==> config.mk <==
export PLATFORM = sky130hd
export DESIGN_NAME = seq_divider
export DESIGN_NICKNAME = d
export VERILOG_FILES = /design/src/rtl/seq_divider.sv
export SDC_FILE = /design/constraint.sdc
export NUM_CORES = 1
export LEC_CHECK = 0
export ABC_AREA = 0
export BUFFER_PORTS_ARGS = -buffer_cell sky130_fd_sc_hd__buf_2
export CAP_MARGIN = 40
export CORE_UTILIZATION = 30
export DETAILED_ROUTE_END_ITERATION = 12
export HOLD_SLACK_MARGIN = 0.03
export PLACE_DENSITY = 0.57
export SYNTH_ARGS = -nofsm -noshare
export SYNTH_HDL_FRONTEND = slang
export SYNTH_SLANG_ARGS = --single-unit
export TNS_END_PERCENT = 5
==> constraint.sdc <==
create_clock -name i_clk -period 2.5 [get_ports i_clk]
set_input_delay 0.125 -clock i_clk [delete_from_list [all_inputs] [get_ports i_clk]]
set_output_delay 0.125 -clock i_clk [all_outputs]
set_load 0.05 [all_outputs]
==> src/rtl/seq_divider.sv <==
// seq_divider: multi-cycle unsigned restoring divider, one quotient bit per clock.
//
// Ports:
//   i_clk, i_rst_n      clock (rising edge) and asynchronous active-low reset
//   i_start             request, sampled only while idle
//   i_dividend          WIDTH-bit unsigned dividend, captured on an accepted start
//   i_divisor           WIDTH-bit unsigned divisor, captured on an accepted start
//   o_busy              high while a division is in progress
//   o_done              single-cycle pulse, results valid from this cycle
//   o_quotient          registered quotient, held until the next completion
//   o_remainder         registered remainder, held until the next completion
//   o_div_by_zero       registered flag, the captured divisor was zero
//
// Latency is WIDTH+1 edges from the accepted start to the o_done cycle,
// independent of operand values. Division by zero needs no special case:
// every trial subtract succeeds, giving an all-ones quotient and
// remainder equal to the dividend.
module seq_divider #(
  parameter int unsigned WIDTH = 8
) (
  input  logic             i_clk,
  input  logic             i_rst_n,
  input  logic             i_start,
  input  logic [WIDTH-1:0] i_dividend,
  input  logic [WIDTH-1:0] i_divisor,
  output logic             o_busy,
  output logic             o_done,
  output logic [WIDTH-1:0] o_quotient,
  output logic [WIDTH-1:0] o_remainder,
  output logic             o_div_by_zero
);

  localparam int unsigned CW = (WIDTH > 2) ? $clog2(WIDTH) : 1;
  localparam logic [CW-1:0] LAST_STEP = CW'(WIDTH - 1);

  typedef enum logic {
    IDLE = 1'b0,
    CALC = 1'b1
  } state_t;

  state_t           state_q;
  state_t           state_d;
  logic [CW-1:0]    count_q;
  logic [WIDTH-1:0] divisor_q;
  logic [WIDTH-1:0] shift_q;
  logic [WIDTH-1:0] rem_q;

  logic [WIDTH:0]   trial_c;
  logic [WIDTH:0]   diff_c;
  logic             qbit_c;
  logic             last_c;
  logic [WIDTH-1:0] rem_next_c;
  logic [WIDTH-1:0] shift_next_c;

  // One restoring step. A surviving partial remainder is always below the
  // divisor, so its top bit is zero and only WIDTH bits need storing.
  always_comb begin
    trial_c      = {rem_q, shift_q[WIDTH-1]};
    diff_c       = trial_c + ~{1'b0, divisor_q} + (WIDTH + 1)'(1);
    qbit_c       = ~diff_c[WIDTH];
    rem_next_c   = qbit_c ? diff_c[WIDTH-1:0] : trial_c[WIDTH-1:0];
    shift_next_c = {shift_q[WIDTH-2:0], qbit_c};
    last_c       = (count_q == LAST_STEP);
  end

  // Next-state logic.
  always_comb begin
    state_d = state_q;
    case (state_q)
      IDLE:    if (i_start) state_d = CALC;
      CALC:    if (last_c)  state_d = IDLE;
      default: state_d = IDLE;
    endcase
  end

  // State register.
  always_ff @(posedge i_clk or negedge i_rst_n) begin
    if (!i_rst_n) begin
      state_q <= IDLE;
    end else begin
      state_q <= state_d;
    end
  end

  // Datapath and registered outputs.
  always_ff @(posedge i_clk or negedge i_rst_n) begin
    if (!i_rst_n) begin
      count_q       <= '0;
      divisor_q     <= '0;
      shift_q       <= '0;
      rem_q         <= '0;
      o_busy        <= 1'b0;
      o_done        <= 1'b0;
      o_quotient    <= '0;
      o_remainder   <= '0;
      o_div_by_zero <= 1'b0;
    end else begin
      o_done <= 1'b0;
      o_busy <= (state_d == CALC);
      case (state_q)
        IDLE: begin
          if (i_start) begin
            divisor_q <= i_divisor;
            shift_q   <= i_dividend;
            rem_q     <= '0;
            count_q   <= '0;
          end
        end
        CALC: begin
          rem_q   <= rem_next_c;
          shift_q <= shift_next_c;
          count_q <= count_q + CW'(1);
          if (last_c) begin
            o_quotient    <= shift_next_c;
            o_remainder   <= rem_next_c;
            o_div_by_zero <= (divisor_q == '0);
            o_done        <= 1'b1;
          end
        end
        default: begin
          count_q <= '0;
        end
      endcase
    end
  end

endmodule

======== Word level (Yosys, flattened, before mapping) ========
Cells that the tools add are included.
storage, ports and cells
  register bits ........................... 46
  output and inout bits ................... 19
  word-level logic and storage cells ...... 32
cells by class
  add/subtract/negate cells ............... 3
  equal/unequal tests ..................... 2
  mux-type cells .......................... 12
  bitwise logic cells ..................... 3
  reduce and logical (&&, ||, !) cells .... 3
operators by type and width
  kind                                                            number
  8-bit one-hot mux with 2 select lines                           2
  8-bit two-way mux                                               3
  9-bit by 1-bit adder with 9-bit output (second input constant)  1
  9-bit adder                                                     1
  8-bit NOT with 9-bit output                                     1
  8-bit zero test                                                 1
  3-bit one-hot mux with 2 select lines                           1
  1-bit two-way mux                                               4
  2-bit AND reduction                                             2
  3-bit by 1-bit adder with 3-bit output (second input constant)  1
  3-bit equality test (second input constant)                     1
  3-bit two-way mux                                               1
  2-bit inequality test (second input constant)                   1
  1-bit NOT                                                       2
  1-bit one-hot mux with 2 select lines                           1

======== Logic depth before layout (Yosys ltp) ========
Gate-level depths: netlist of run 1.
  depth in word-level cells ............... 5
  depth in mapped cells ................... 10
  depth with buffers taken out ............ 9

======== Least setup slack after synthesis of run 1 ========
Ideal clock, no wire load.
  path type ............................... register -> register
  start ................................... register shift_q[7]
  end ..................................... register rem_q[3]
  setup time .............................. 0.147 ns
  data arrival time ....................... 2.271 ns
  required time ........................... 2.353 ns
  path slack .............................. 0.081 ns
  cell stages (with the launch flop) ...... 11
  path buffers ............................ 1
  period minus slack after synthesis ...... 2.419 ns
  path through ............................ dfrtp_1 inv_1 ha_1 inv_1 fa_1 a211oi_2 o211ai_2 a221oi_4 buf_6 mux2i_1 o22ai_1
between the ends
  cells in the longest elaborated chain, start to end .. 4
ends and longest elaborated chain
  element                                 RTL line  RTL
  from (decl)                             45        logic [WIDTH-1:0] shift_q;
  from (signal assigned)                  104       shift_q <= i_dividend;
  from (signal assigned)                  111       shift_q <= shift_next_c;
  9-bit adder                             59        diff_c = trial_c + ~{1'b0, divisor_q} + (WIDTH + 1)'(1);
  9-bit by 1-bit adder with 9-bit output  59
  8-bit two-way mux                       61        rem_next_c = qbit_c ? diff_c[WIDTH-1:0] : trial_c[WIDTH-1:0];
  8-bit one-hot mux with 2 select lines   100       case (state_q)
  to (signal assigned)                    110       rem_q <= rem_next_c;
  to (decl)                               46        logic [WIDTH-1:0] rem_q;
Every way passes these cells.
A chain may end at the register's enable or synchronous reset.

======== Worst setup path after layout of run 1 ========
  start ................................... register shift_q[7]
  end ..................................... register rem_q[2]
Same word-level chain as after synthesis.

==> impl_metrics.py, run 1 <==
metrics = {
    "run_status": {
        "status": "completed",
    },
    "finish": {
        "synthToLayoutAreaGrowth_pct": 20.9,
        "instances_no_fill": 371,
        "nFillCells": 756,
        "diodes": 0,
        "final_nets": 301,
        "seq_area_um2": 1150,
        "drive_gt1_frac": 0.257,
        "fin_area_um2": 2810,
        "final_cell_mix": "dfrtp_1 (46), nand2_1 (37), buf_2 (37)",
        "multi_input_area_um2": 1070,
        "utilization": 0.381,
        "final_common_cell": "dfrtp_1",
    },
    "logic_synthesis": {
        "ys_seq_elements": 46,
        "ys_warn_count": 0,
        "synthFlopType": "dfrtp_1",
        "yosysSeqAreaShare": 0.496,
        "synthesis.area_um2": 2320,
        "yosysUniqueCellTypes": 40,
        "avgSynthCellArea_um2": 10.3,
        "async_flop_share": 1.00,
        "synth_enable_flop_cells": 0,
        "syn_nets": 255,
        "syn_inst": 225,
    },
    "critical_path": {
        "reg2regPathDepth": 10,
        "critPathMaxFanout": 10,
        "max_stage_delay_ps": 390,
        "critical_path_class": "flop to flop",
        "critical_path_buf_inv_count": 3,
        "crit_chain": "inv_1, ha_1, inv_1, fa_2, a211oi_2, o211ai_2, a221oi_4, buf_12, mux2i_1, o22ai_1",
        "rr_startpoint": "shift_q[7]$_DFFE_PN0P_",
        "cp-end-kind": "flop",
        "ff2ff_setup_slack_ps": 80,
        "critical_path.top_delay_family": "compound AO/OA/AOI/OAI gates",
        "path_common_cell": "inv_1",
        "worst_ep_required_time_ps": 2670,
        "cp-start-kind": "flop",
        "reg2reg_to": "rem_q[2]$_DFFE_PN0P_",
        "cp_slowest_cell": "dfrtp_1",
        "arrival_ps": 2590,
    },
    "grt": {
        "antenna_found_initial": 0,
        "grt_pass1_vias": 1826,
        "grt.overflow.total": 0,
        "met1_usage": 0.178,
        "gr-max-usage-layer": "met2",
        "grt_max_degree": 25,
        "grtUsageTotal": 0.140,
        "gr-usage-met2": 0.238,
        "use_met3": 0.0288,
        "grt_first_pass_wirelength_mm": 8.94,
    },
    "sta": {
        "setup-violations-final": 0,
        "drv_slew": 0,
        "max_freq_mhz": 413,
        "min_period_over_period": 0.969,
        "fin_worst_skew_ps": 3.38,
        "worst_slew_pin_slew_ps": 575,
        "hold_violations": 0,
        "post-route-min-period_ps": 2420,
        "rsz0062_at_grt": "true",
        "relSlewSlack": 0.617,
        "final.setup.tns_ps": 0,
    },
    "routing": {
        "drc": 0,
        "ant_nets": 0,
        "drt_iter0_drc": 66,
        "via_per_inst": 4.85,
        "drtPass1Iterations": 4,
        "vias": 1800,
        "finalWirelength_mm": 5.25,
        "drt-wirelength-per-cell_um": 14.2,
    },
    "placement": {
        "port-buffer-count": 37,
        "post_dp_cell_area_um2": 2690,
        "place_congestion": 0.838,
        "hpwl_mm": 3.83,
        "dp_cells": 360,
    },
    "die": {
        "ios": 38,
        "die_x_um": 90.0,
        "core_area_um2": 7370,
        "die_area_um2": 8100,
        "fp-row-count": 31,
        "initial_core_util": 0.315,
        "die_h_um": 90.0,
    },
    "worst_hold_path": {
        "hold_depth": 3,
        "holdPathEnd": "divisor_q[4]$_DFFE_PN0P_",
        "hold_path_class": "primary input to flop",
        "min-delay-start": "i_divisor[4]",
    },
    "clocking": {
        "cts_made_buffers": 5,
        "tritoncts": "done",
        "cts.reportedPaths.clkPinSlew_ps": 90,
        "postCtsSetupBuffers": 0,
        "htree_num_levels": 2,
        "clock-sinks": 46,
        "clkLatencyLatePin_ps": 300,
        "cts.path.max_buffers": 2,
        "cts_root_buf": "clkbuf_8",
    },
    "flow_run": {
        "drv_cap": 0,
    },
}
## through the flow
step	setup slack (ps)	hold slack [ps]
after floorplan	81.3	-171
after global placement	91.0	336
after detailed placement	47.0	159
after CTS	10.2	31.1
after global routing	-68.2	39.0
final	76.8	27.3
## cell type report
cell class,instances,share of cell area
inverters,14,0.0187
flip-flops and latches,46,0.410
multi-input cells,154,0.381
repair buffers,50,0.115
clock inverters,2,0.00490
well taps,99,0.0441
clock buffers,6,0.0258
## kinds of logic after synthesis
| logic type | after synthesis | share of synthesized area |
|---|---|---|
| xor gates and xnor gates | 4 | 0.0151 |
| buffers and inverters | 25 | 0.0442 |
| AOI/OAI and AO/OA | 55 | 0.159 |
| and+or+nand+nor | 59 | 0.110 |
| muxes | 25 | 0.113 |
| adders and majority gates | 11 | 0.0625 |
| DFF | 46 | 0.496 |
## worst register-to-register path: cells and delay by family (launching register included)
kind / cells / cell delay [ps]
adders and majority gates: 2 / 510
muxes: 1 / 230
buffers and inverters: 3 / 300
DFF: 1 / 390
AOI/OAI and AO/OA: 4 / 860
## synthesized netlist by cell type (all sizes together) (3+ instances only)
master | number | area (um^2)
a211oi | 3 | 27.5
a21oi | 7 | 42.5
clkbuf | 9 | 33.8
dfrtp | 46 | 1150
ha | 10 | 125
inv | 13 | 48.8
mux2 | 10 | 113
mux2i | 15 | 150
nand2 | 37 | 139
nand3 | 5 | 25.0
nor2 | 7 | 26.3
o21ai | 27 | 135
o22ai | 4 | 25.0
xor2 | 4 | 35.0
## timing repair
action | in CTS | in global routing
gates resized for setup | 0 | 1
hold endpoints to repair | 24 | 0
hold buffers | 3 | 0
setup endpoints to repair | 0 | 15
## per-layer routing
layer | wire length, um | share of wire | vias up
met1 | 2460 | 0.47 | 879
met2 | 2550 | 0.48 | 33
met5 | 0 | 0 | -
li1 | - | - | 880
met3 | 176 | 0.034 | 8
met4 | 70 | 0.013 | 0
## flip-flops by register name, summed over array words and instances (netlist names)
name / cells
o_quotient: 8
divisor_q: 8
rem_q: 8
count_q: 3
o_div_by_zero: 1
o_remainder: 8
o_done: 1
o_busy: 1
shift_q: 8
## worst max-delay path by stage
stage / start / to / slack [ps] / cells past startpoint
2_1_floorplan: shift_q[7]$_DFFE_PN0P_ / rem_q[3]$_DFFE_PN0P_ / 80 / 10
5_1_grt: shift_q[7]$_DFFE_PN0P_ / rem_q[2]$_DFFE_PN0P_ / -70 / 10
6_report: shift_q[7]$_DFFE_PN0P_ / rem_q[2]$_DFFE_PN0P_ / 80 / 10
3_5_place_dp: shift_q[7]$_DFFE_PN0P_ / o_remainder[0]$_DFFE_PN0P_ / 50 / 10
4_1_cts: shift_q[7]$_DFFE_PN0P_ / rem_q[6]$_DFFE_PN0P_ / 10 / 10
3_3_place_gp: shift_q[7]$_DFFE_PN0P_ / o_remainder[0]$_DFFE_PN0P_ / 90 / 10
Power of run 1 is not shown: default switching activity piles up to over one toggle a cycle in this logic, so the estimate is an artifact.
==> run 2, diff against run 1 <==
PLACE_DENSITY = unset   (was 0.57)
PLACE_DENSITY_LB_ADDON = 0.05   (was unset)
==> run 2 against run 1 <==
Effect of this change: sequential share of layout area decreased by 1.8 points; clock-buffer cell count unchanged; hold slack better by 12 ps; die area unchanged; clock skew is 0.97 ps lower; via count is 2.1% lower; setup slack worse by 14 ps; critical path depth stayed put; sequential cell count unchanged; design area increased by 4.7%; highest routed layer unchanged.
==> impl_metrics.py, run 2 (same netlist as run 1, synthesis figures left out) <==
metrics = {
    "critical_path": {
        "cp_num_cells": 10,
        "cp-start-kind": "flop",
        "cp_slowest_cell": "dfrtp_1",
        "critical_path.top_delay_family": "compound AO/OA/AOI/OAI gates",
        "path_common_cell": "inv_2",
        "critical_path_class": "flop to flop",
        "critPathMaxFanout": 8,
        "max_stage_delay_ps": 400,
        "cp-end-kind": "flop",
        "arrival_ps": 2610,
        "worst_ep_required_time_ps": 2670,
        "critical_path_buf_inv_count": 3,
        "reg2regPathDepth": 10,
        "crit_chain": "inv_2, ha_4, inv_2, fa_2, a211oi_2, o211ai_2, a221oi_4, buf_12, mux2i_4, o22ai_1",
    },
    "die": {
        "core_area_um2": 7370,
        "fp-row-count": 31,
        "initial_core_util": 0.315,
        "ios": 38,
        "die_area_um2": 8100,
        "die_h_um": 90.0,
        "die_x_um": 90.0,
    },
    "finish": {
        "fin_area_um2": 2940,
        "final_common_cell": "dfrtp_1",
        "nFillCells": 748,
        "final_cell_mix": "dfrtp_1 (46), nand2_1 (37), buf_2 (37)",
        "instances_no_fill": 377,
        "synthToLayoutAreaGrowth_pct": 26.6,
        "diodes": 0,
        "multi_input_area_um2": 1150,
        "final_nets": 307,
        "drive_gt1_frac": 0.295,
        "seq_area_um2": 1150,
    },
    "placement": {
        "hpwl_mm": 3.87,
        "post_dp_cell_area_um2": 2680,
        "dp_cells": 361,
        "place_congestion": 0.748,
        "port-buffer-count": 37,
    },
    "worst_hold_path": {
        "hold_depth": 3,
        "hold_path_class": "primary input to flop",
    },
    "routing": {
        "finalWirelength_mm": 5.32,
        "ant_nets": 0,
        "drt_iter0_drc": 49,
        "drc": 0,
        "via_per_inst": 4.67,
        "drtPass1Iterations": 3,
        "drt-wirelength-per-cell_um": 14.1,
        "vias": 1762,
    },
    "grt": {
        "grtUsageTotal": 0.143,
        "grt_first_pass_wirelength_mm": 9.11,
        "grt_pass1_vias": 1765,
        "antenna_found_initial": 0,
        "grt.overflow.total": 0,
        "grt_max_degree": 23,
    },
    "clocking": {
        "cts_made_buffers": 5,
        "cts_root_buf": "clkbuf_8",
        "cts.path.max_buffers": 2,
        "cts.reportedPaths.clkPinSlew_ps": 90,
        "clkLatencyLatePin_ps": 300,
        "htree_num_levels": 2,
        "clock-sinks": 46,
        "tritoncts": "done",
    },
    "sta": {
        "fin_worst_skew_ps": 2.41,
        "worst_slew_pin_slew_ps": 484,
        "drv_slew": 0,
        "setup-violations-final": 0,
        "hold_violations": 0,
        "max_freq_mhz": 410,
        "min_period_over_period": 0.975,
        "post-route-min-period_ps": 2440,
        "relSlewSlack": 0.677,
        "final.setup.tns_ps": 0,
        "rsz0062_at_grt": "true",
    },
    "flow_run": {
        "drv_cap": 0,
    },
    "run_status": {
        "status": "completed",
    },
}
==> run 2: final timing paths <==
kind	start	end	slack, ps
min in group asynchronous	i_rst_n	divisor_q[7]$_DFFE_PN0P_	220
hold / removal	i_divisor[2]	divisor_q[2]$_DFFE_PN0P_	40
setup reg to reg	shift_q[7]$_DFFE_PN0P_	rem_q[3]$_DFFE_PN0P_	60
max in group asynchronous	i_rst_n	divisor_q[0]$_DFFE_PN0P_	1730
setup / recovery	shift_q[7]$_DFFE_PN0P_	rem_q[3]$_DFFE_PN0P_	60
hold reg to reg	o_quotient[0]$_DFFE_PN0P_	o_quotient[0]$_DFFE_PN0P_	480
==> run 2: repair_timing <==
action / 4_1_cts / 5_1_grt
endpoints found under the hold margin: 14 / 0
buffers inserted: 0 / 4
resized for setup: 0 / 16
hold buffers: 5 / 0
setup endpoints to repair: 0 / 16
==> run 2: layout make-up <==
| class | count | share of cell area |
|---|---|---|
| sequential | 46 | 0.391 |
| inverter | 14 | 0.0179 |
| clock inverter | 2 | 0.0128 |
| clock buffer | 6 | 0.0247 |
| tap | 99 | 0.0421 |
| multi-input combinational | 154 | 0.391 |
| timing repair buffer | 56 | 0.120 |
==> run 2: worst register-to-register path, delay by kind of cell (launching register included) <==
family	cells	cell delay, ps
compound gates	4	860
fa+ha+maj	2	510
buf+inv	3	310
flops	1	400
mux	1	240
==> run 2: metrics by stage <==
stage / utilization / hold WS [ps] / setup WS (ps)
6_report: 0.399 / 39.8 / 62.8
5_1_grt: 0.399 / 43.7 / -74.7
4_1_cts: 0.385 / 32.6 / 8.16
3_5_place_dp: 0.363 / 23.8 / 18.8
3_3_place_gp: 0.363 / 22.8 / 82.6
2_1_floorplan: - / -171 / 81.3
==> run 2: metal layers <==
metal | share of wire | wire length, um | track usage
met3 | 0.026 | 137 | 0.0245
met2 | 0.47 | 2500 | 0.228
met5 | 0 | 0 | 0
met4 | 0.014 | 76 | 0.0484
met1 | 0.49 | 2600 | 0.196
Power of run 2 is left out for the same reason.
==> run 3, diff against run 2 <==
PLACE_DENSITY_LB_ADDON = unset   (was 0.05)
==> run 3 against run 2 <==
Effect of this change: sequential share of layout area up 0.71 points; clock skew up 11 ps; non-clock buffer count down 4; maximum frequency down 0.42%; sequential cell count unchanged; highest routed layer unchanged; largest cell class unchanged; via count up 2.8%; final cell count down 1.1%; clock-buffer cell count down 1; setup slack worse by 10 ps; core utilization down 0.71 points; hold slack worse by 7.6 ps; die area unchanged.
==> impl_metrics.py, run 3 (same netlist as run 1, synthesis figures left out) <==
metrics = {
    "critical_path": {
        "critPathMaxFanout": 5,
        "critical_path_class": "flop to flop",
        "reg2reg_to": "rem_q[1]$_DFFE_PN0P_",
        "crit_start": "shift_q[7]$_DFFE_PN0P_",
        "reg2regPathDepth": 10,
        "ff2ff_setup_slack_ps": 50,
        "cp-end-kind": "flop",
        "worst_ep_required_time_ps": 2680,
        "cp-start-kind": "flop",
        "worstSetupEndpoint": "rem_q[1]$_DFFE_PN0P_",
        "arrival_ps": 2620,
        "rr_startpoint": "shift_q[7]$_DFFE_PN0P_",
    },
    "finish": {
        "utilization": 0.392,
        "diodes": 0,
        "synthToLayoutAreaGrowth_pct": 24.4,
        "final_common_cell": "dfrtp_1",
        "final_nets": 303,
        "multi_input_area_um2": 1140,
        "drive_gt1_frac": 0.303,
        "final_cell_mix": "dfrtp_1 (46), nand2_1 (37), buf_2 (37)",
        "seq_area_um2": 1150,
        "nFillCells": 789,
    },
    "clocking": {
        "cts_made_buffers": 5,
        "clkLatencyLatePin_ps": 310,
        "htree_num_levels": 2,
        "cts.path.max_buffers": 2,
        "tritoncts": "done",
        "cts.reportedPaths.clkPinSlew_ps": 100,
        "cts_root_buf": "clkbuf_8",
        "clock-sinks": 46,
    },
    "routing": {
        "drtPass1Iterations": 4,
        "finalWirelength_mm": 5.39,
        "vias": 1812,
        "drt_iter0_drc": 115,
        "ant_nets": 0,
        "via_per_inst": 4.86,
        "drt-wirelength-per-cell_um": 14.4,
        "drc": 0,
    },
    "grt": {
        "grt_first_pass_wirelength_mm": 8.80,
        "grt_max_degree": 25,
        "grt_pass1_vias": 1751,
        "grt.overflow.total": 0,
        "antenna_found_initial": 0,
        "grtUsageTotal": 0.138,
    },
    "sta": {
        "setup-violations-final": 0,
        "min_period_over_period": 0.979,
        "drv_slew": 0,
        "fin_worst_skew_ps": 13.5,
        "worst_slew_pin_slew_ps": 602,
        "relSlewSlack": 0.598,
        "max_freq_mhz": 409,
        "rsz0062_at_grt": "true",
        "post-route-min-period_ps": 2450,
        "hold_ws_ps": 32.2,
        "hold_violations": 0,
    },
    "die": {
        "core_area_um2": 7370,
        "ios": 38,
        "die_area_um2": 8100,
        "fp-row-count": 31,
        "die_x_um": 90.0,
        "initial_core_util": 0.315,
        "die_h_um": 90.0,
    },
    "flow_run": {
        "drv_cap": 0,
    },
    "run_status": {
        "status": "completed",
    },
    "worst_hold_path": {
        "hold_path_class": "primary input to flop",
    },
    "placement": {
        "place_congestion": 0.888,
        "port-buffer-count": 37,
        "hpwl_mm": 3.96,
    },
}
run 3: cell count changes in the layout (fill, tap and decap cells not counted), moves of 2 or more:
| cell | delta |
|---|---|
| mux2i_2 | +3 |
| dlygate4sd3_1 | -3 |
| mux2i_4 | -2 |
| buf_6 | +2 |
| buf_4 | -3 |
run 3: timing repair:
action,4_1_cts,5_1_grt
hold endpoints to repair,24,0
hold buffers,2,0
endpoints found under the setup margin,4,15
buffers inserted,0,2
resized for setup,9,8
pin swaps,2,5
run 3: worst min-delay path by stage:
stage | from | to | cells after the start
final | i_divisor[6] | divisor_q[6]$_DFFE_PN0P_ | 3
after floorplan | i_rst_n | count_q[0]$_DFFE_PN0P_ | 0
after CTS | i_divisor[6] | divisor_q[6]$_DFFE_PN0P_ | 3
after global routing | i_divisor[5] | divisor_q[5]$_DFFE_PN0P_ | 3
after detailed placement | i_rst_n | rem_q[5]$_DFFE_PN0P_ | 1
after global placement | i_divisor[6] | divisor_q[6]$_DFFE_PN0P_ | 3
run 3: metrics by stage:
stage | cell area [um^2] | instances | setup TNS [ps] | setup WS [ps]
floorplan | 2320 | 225 | 0 | 81.3
global placement | 2660 | 360 | 0 | 103
detailed placement | 2680 | 361 | 0 | 40.2
CTS | 2830 | 371 | 0 | 21.1
global route | 2890 | 373 | -477 | -79.1
finish | 2890 | 373 | 0 | 52.4
run 3: cell type report:
| class | instances | area share |
|---|---|---|
| Tap cell | 99 | 0.0429 |
| Timing Repair Buffer | 52 | 0.114 |
| Multi-Input combinational cell | 154 | 0.395 |
| Clock buffer | 5 | 0.0238 |
| Sequential cell | 46 | 0.399 |
| Clock inverter | 3 | 0.00737 |
| Inverter | 14 | 0.0182 |
run 3: worst max-delay path: stages, from the launching register on:
cell      delay [ps]
dfrtp_1          400
inv_2             80
ha_4             130
inv_2             40
fa_2             420
a211oi_4         250
o211ai_2         120
a221oi_4         340
buf_6            200
mux2i_2          250
o22ai_1          100
run 3: routing by layer:
layer,vias to the layer above,wire length (um),GRT usage
li1,882,-,-
met1,896,2560,0.183
met2,30,2620,0.228
met3,4,157,0.0288
met4,0,47,0.0363
met5,-,0,0
Power of run 3 is left out for the same reason.
